[src/rtl/uart_rx_deserializer.sv]
// uart_rx_deserializer: oversampling 8N1 UART receiver with a byte FIFO.
// Ports: i_clock/i_reset (sync, active-high), i_uart_rx serial input (idle
//   high), o_rx_data/o_rx_data_valid/i_rx_data_ready byte handshake,
//   o_framing_error and o_overrun 1-cycle pulses, o_busy while not IDLE.
module uart_rx_deserializer #(
  parameter int CLOCK_FREQ = 100000000,
  parameter int BAUD_RATE  = 115200,
  parameter int OVERSAMPLE = 16,
  parameter int FIFO_DEPTH = 4
) (
  input  logic       i_clock,
  input  logic       i_reset,
  input  logic       i_uart_rx,
  output logic [7:0] o_rx_data,
  output logic       o_rx_data_valid,
  input  logic       i_rx_data_ready,
  output logic       o_framing_error,
  output logic       o_overrun,
  output logic       o_busy
);
  localparam int DIV_RAW = CLOCK_FREQ / (BAUD_RATE * OVERSAMPLE);
  localparam int DIV = (DIV_RAW < 1) ? 1 : DIV_RAW;
  localparam int DW  = (DIV > 1) ? $clog2(DIV) : 1;
  localparam int SW  = $clog2(OVERSAMPLE);
  localparam int M   = OVERSAMPLE / 2;
  localparam int AW  = $clog2(FIFO_DEPTH);

  localparam logic [DW-1:0] DIV_LAST = DW'(DIV - 1);
  localparam logic [SW-1:0] S_M1     = SW'(M - 1);
  localparam logic [SW-1:0] S_M0     = SW'(M);
  localparam logic [SW-1:0] S_EVAL   = SW'(M + 1);
  localparam logic [SW-1:0] S_LAST   = SW'(OVERSAMPLE - 1);
  localparam logic [AW:0]   F_FULL   = (AW+1)'(FIFO_DEPTH);

  localparam logic [2:0] ST_IDLE  = 3'd0;
  localparam logic [2:0] ST_START = 3'd1;
  localparam logic [2:0] ST_DATA  = 3'd2;
  localparam logic [2:0] ST_STOP  = 3'd3;
  localparam logic [2:0] ST_BREAK = 3'd4;

  logic          sync1_q, sync2_q;
  logic [2:0]    state_q, state_d;
  logic [DW-1:0] div_q, div_d;
  logic [SW-1:0] s_q, s_d;
  logic [2:0]    bit_q, bit_d;
  logic [7:0]    shift_q, shift_d;
  logic [1:0]    smp_q, smp_d;
  logic          ferr_q, ferr_d;
  logic          ovr_q, ovr_d;
  logic          tick, maj, at_eval, at_wrap, push;

  logic [AW:0]   wptr_q, rptr_q;
  logic [7:0]    mem_q [FIFO_DEPTH];
  logic          full, empty, pop, wr;

  always_ff @(posedge i_clock) begin
    if (i_reset) begin
      sync1_q <= 1'b1;
      sync2_q <= 1'b1;
    end else begin
      sync1_q <= i_uart_rx;
      sync2_q <= sync1_q;
    end
  end

  assign tick    = (div_q == DIV_LAST);
  assign at_eval = tick && (s_q == S_EVAL);
  assign at_wrap = tick && (s_q == S_LAST);
  // Third vote is the live synced line at the evaluation tick.
  assign maj = (smp_q[0] & smp_q[1]) |
               (smp_q[0] & sync2_q) |
               (smp_q[1] & sync2_q);

  always_comb begin
    state_d = state_q;
    div_d   = tick ? '0 : div_q + DW'(1);
    s_d     = s_q;
    bit_d   = bit_q;
    shift_d = shift_q;
    smp_d   = smp_q;
    ferr_d  = 1'b0;
    push    = 1'b0;
    if (tick) begin
      s_d = at_wrap ? '0 : s_q + SW'(1);
      if (s_q == S_M1) smp_d[0] = sync2_q;
      if (s_q == S_M0) smp_d[1] = sync2_q;
    end
    unique case (state_q)
      ST_IDLE: begin
        if (!sync2_q) begin
          state_d = ST_START;
          div_d   = '0;
          s_d     = '0;
        end
      end
      ST_START: begin
        if (at_eval && maj) begin
          state_d = ST_IDLE;
        end else if (at_wrap) begin
          state_d = ST_DATA;
          bit_d   = '0;
        end
      end
      ST_DATA: begin
        if (at_eval) shift_d = {maj, shift_q[7:1]};
        if (at_wrap) begin
          bit_d = bit_q + 3'd1;
          if (bit_q == 3'd7) state_d = ST_STOP;
        end
      end
      ST_STOP: begin
        // Leave at mid-stop so the next start edge is not missed.
        if (at_eval) begin
          if (maj) begin
            push    = 1'b1;
            state_d = ST_IDLE;
          end else begin
            ferr_d  = 1'b1;
            state_d = ST_BREAK;
          end
        end
      end
      ST_BREAK: begin
        if (sync2_q) state_d = ST_IDLE;
      end
      default: state_d = ST_IDLE;
    endcase
  end

  assign empty = (wptr_q == rptr_q);
  assign full  = ((wptr_q - rptr_q) == F_FULL);
  assign pop   = !empty && i_rx_data_ready;
  // A same-cycle pop frees the slot being written.
  assign wr    = push && (!full || pop);
  assign ovr_d = push && full && !pop;

  always_ff @(posedge i_clock) begin
    if (i_reset) begin
      state_q <= ST_IDLE;
      div_q   <= '0;
      s_q     <= '0;
      bit_q   <= '0;
      shift_q <= '0;
      smp_q   <= 2'b11;
      ferr_q  <= 1'b0;
      ovr_q   <= 1'b0;
      wptr_q  <= '0;
      rptr_q  <= '0;
    end else begin
      state_q <= state_d;
      div_q   <= div_d;
      s_q     <= s_d;
      bit_q   <= bit_d;
      shift_q <= shift_d;
      smp_q   <= smp_d;
      ferr_q  <= ferr_d;
      ovr_q   <= ovr_d;
      if (wr)  wptr_q <= wptr_q + (AW+1)'(1);
      if (pop) rptr_q <= rptr_q + (AW+1)'(1);
    end
  end

  always_ff @(posedge i_clock) begin
    if (wr) mem_q[wptr_q[AW-1:0]] <= shift_q;
  end

  assign o_rx_data_valid = !empty;
  assign o_rx_data       = empty ? 8'h00 : mem_q[rptr_q[AW-1:0]];
  assign o_framing_error = ferr_q;
  assign o_overrun       = ovr_q;
  assign o_busy          = (state_q != ST_IDLE);
endmodule

[config.mk]
export PLATFORM = sky130hd
export DESIGN_NAME = uart_rx_deserializer
export DESIGN_NICKNAME = d
export VERILOG_FILES = /design/src/rtl/uart_rx_deserializer.sv
export SDC_FILE = /design/constraint.sdc
export NUM_CORES = 1
export LEC_CHECK = 0
export ABC_AREA = 0
export CORE_MARGIN = 5
export CORE_UTILIZATION = 59
export CTS_CLUSTER_SIZE = 30
export DETAILED_ROUTE_END_ITERATION = 10
export HOLD_SLACK_MARGIN = 0.03
export PLACE_DENSITY_LB_ADDON = 0.2
export SLEW_MARGIN = 25
export SYNTH_ARGS = -nofsm -noshare
export SYNTH_HDL_FRONTEND = slang
export SYNTH_SLANG_ARGS = --single-unit
[constraint.sdc]
create_clock -name i_clock -period 5.9 [get_ports i_clock]
set_input_delay 0.59 -clock i_clock [delete_from_list [all_inputs] [get_ports i_clock]]
set_output_delay 0.59 -clock i_clock [all_outputs]
set_load 0.02 [all_outputs]
==> out/qor.txt <==
Outcome -> complete, no violations
Initial antenna violation count -> 0
Synth warn -> 0
Mapped Avg Cell Area -> 12.19 um2
Initial Utilization -> 0.6053
DR pass1 iterations -> 4
Main flop type after synthesis -> dfxtp_1
Worst EP arrival -> 2270 ps
Flops & latches, synth -> 70
PostCTS Resize Cnt -> 0
Critical path endpoint category -> primary output
Hold Buf Count CTS -> 0
Die Y -> 82.16 um
Synth area leader -> edfxtp_1
Total GRT Usage -> 0.1688
Hold Path Class -> flop to flop
CTS Sinks -> 70
Tightest Pin Transition -> 982.7 ps
Num CTS Buffers -> 9
Worst Path Required -> 5310 ps
Clock latency at the later pin of the worst-skew pair -> 330 ps
Post-route insts no fill -> 343
Reg clk slew, reported paths -> 70 ps
Final setup viols -> 0
Pwr Total -> 0.9441 mW
P_leak -> 1.291 nW
TNS Setup -> 0 ps
Inst Count DP -> 327
Antenna Cells -> 0
Global route overflow -> 0
RD Place Congestion -> 0.7445
F_max -> 349.7 MHz
EDFF count, synth -> 32
PortBufs -> 15
Multi-input logic area -> 1237 um2
Post-DP HPWL -> 3.361 mm
Startpoint types -> flop
First-pass GRT wire length -> 8.328 mm
Die W -> 82.16 um
Unrepaired setup endpoints after global routing -> no
Clock skew -> 6.218 ps
Synth cell types -> 52
Hold_ws -> 412.6 ps
Htree depth -> 3
Largest net degree at the start of global routing -> 28
Synth-to-layout area growth -> 12.59%
Syn nets -> 270
Pwr dens -> 273.0 nW/um2
Pins Over Slew Limit -> 0
Max FO, Critical Path -> 8
Number of global-route vias before repair -> 1818
Die footprint -> 6749 um2
Rel. slew slack -> 0.3398
Synth area leaders -> edfxtp_1 31%, dfxtp_1 25%, mux4_2 5.9%
Average via count per standard cell -> 5.551
IO Pins -> 16
Max IR drop VDD -> 0.0002180 V
Max-cap viol count -> 0
Crit Path Class -> flop to primary output
Fin. Hold Viols -> 0
Synth Instances -> 252
Area share of the largest cell type after synthesis -> 0.3128
Register area share after synthesis -> 0.5605
Hold_sp -> sync1_q$_SDFF_PP1_
CTS tree -> yes
Final #Nets -> 286
Core Rows -> 26
Share of the clock period used by the worst path -> 0.4847
Postcts setup bufs -> 0
Count leader, synth -> dfxtp_1
Clk buf depth -> 2
Initial drt markers -> 86
CTS root buffer -> clkbuf_8
Core area -> 5075 um2
Post-synth ARST share -> 0
DR vias -> 1904
Total Wirelength -> 4.847 mm
Routed Antenna Nets -> 0
Average wire per standard cell -> 14.13 um
Worst R2R Start -> s_q[1]$_SDFF_PP0_
Post-Syn Area -> 3072 um2
Final min period -> 2860 ps
Layout filler cell count -> 404
Drc violations -> 0
Top cells by count, synth -> 38 x dfxtp_1, 32 x edfxtp_1, 26 x nor2_1
Share of layout cells above drive strength 1 -> 0.1282
Reg area -> 1722 um2
-- layout by cell type, fill, tap and decap left out, drive strengths merged, types with 2 or more instances in the layout --
cell type / instances
xor2: 5
nor3: 7
nand3: 9
o21ai: 6
ha: 14
clkinv: 3
nand4: 3
bufinv: 2
or2: 3
nand2: 12
and2: 9
nor2: 26
a21oi: 10
mux2i: 10
a22oi: 2
or4: 2
inv: 10
mux4: 8
and4: 3
xnor2: 5
o211ai: 2
or3: 3
dfxtp: 38
and3: 6
nor2b: 3
clkbuf: 11
clkdlybuf4s50: 15
edfxtp: 32
-- cell families (layout without fill, tap and decap cells) --
kind of cell,after synthesis,count (layout),synth area share
mux,18,18,0.09124
fa+ha+maj,15,15,0.06029
buf+inv,20,41,0.03666
compound gates,27,27,0.05499
xor+xnor,10,10,0.02851
flops,70,70,0.5605
simple gates,92,92,0.1678
-- flip-flops by register name, indices dropped and copies added, names as in the netlist, named ones only --
name,flops
smp_q,2
rptr_q,3
sync2_q,1
bit_q,3
shift_q,8
sync1_q,1
state_q,3
o_overrun,1
o_framing_error,1
div_q,6
wptr_q,3
s_q,4
mem_q,32
-- where the power goes --
group	total, mW	internal [mW]	leakage, nW	switching, mW
logic	0.0159	0.00661	0.574	0.00925
registers	0.509	0.505	0.604	0.00347
clock network	0.420	0.250	0.113	0.169
-- per-stage QoR --
step                setup WS (ps)  instance area [um2]  utilization
floorplan                    3718                 3072            -
global placement             3163                 3234       0.6373
detailed placement           3161                 3234       0.6373
CTS                          2958                 3458       0.6815
global route                 2884                 3458       0.6815
finish                       3040                 3458       0.6815
-- path summary, 6_finish.rpt --
kind | to | slack [ps] | cells past startpoint
max | o_rx_data[3] | 3040 | 3
min | sync2_q$_SDFF_PP1_ | 410 | 1
max reg2reg | mem_q[3][6]$_DFFE_PP_ | 3430 | 6
min reg2reg | sync2_q$_SDFF_PP1_ | 410 | 1
-- per-layer routing --
metal	vias to the layer above	global-route usage	share of wire
li1	944	-	-
met1	927	0.1907	0.45
met2	23	0.2916	0.50
met3	10	0.04664	0.031
met4	0	0.08638	0.019
met5	-	0	0
-- cell type report --
type | instances | area share
multi-input combinational | 162 | 0.3578
sequential | 70 | 0.4978
clock buffer | 11 | 0.04088
inverter | 10 | 0.01085
clock inverter | 5 | 0.02388
tap | 70 | 0.02533
timing repair buffer | 15 | 0.04342
-- critical path, stage by stage, from the launching register on --
cell             delay, ps
dfxtp_1                670
mux4_2                 570
and2_1                 170
clkdlybuf4s50_1        530
(Power assumes the default switching activity.)
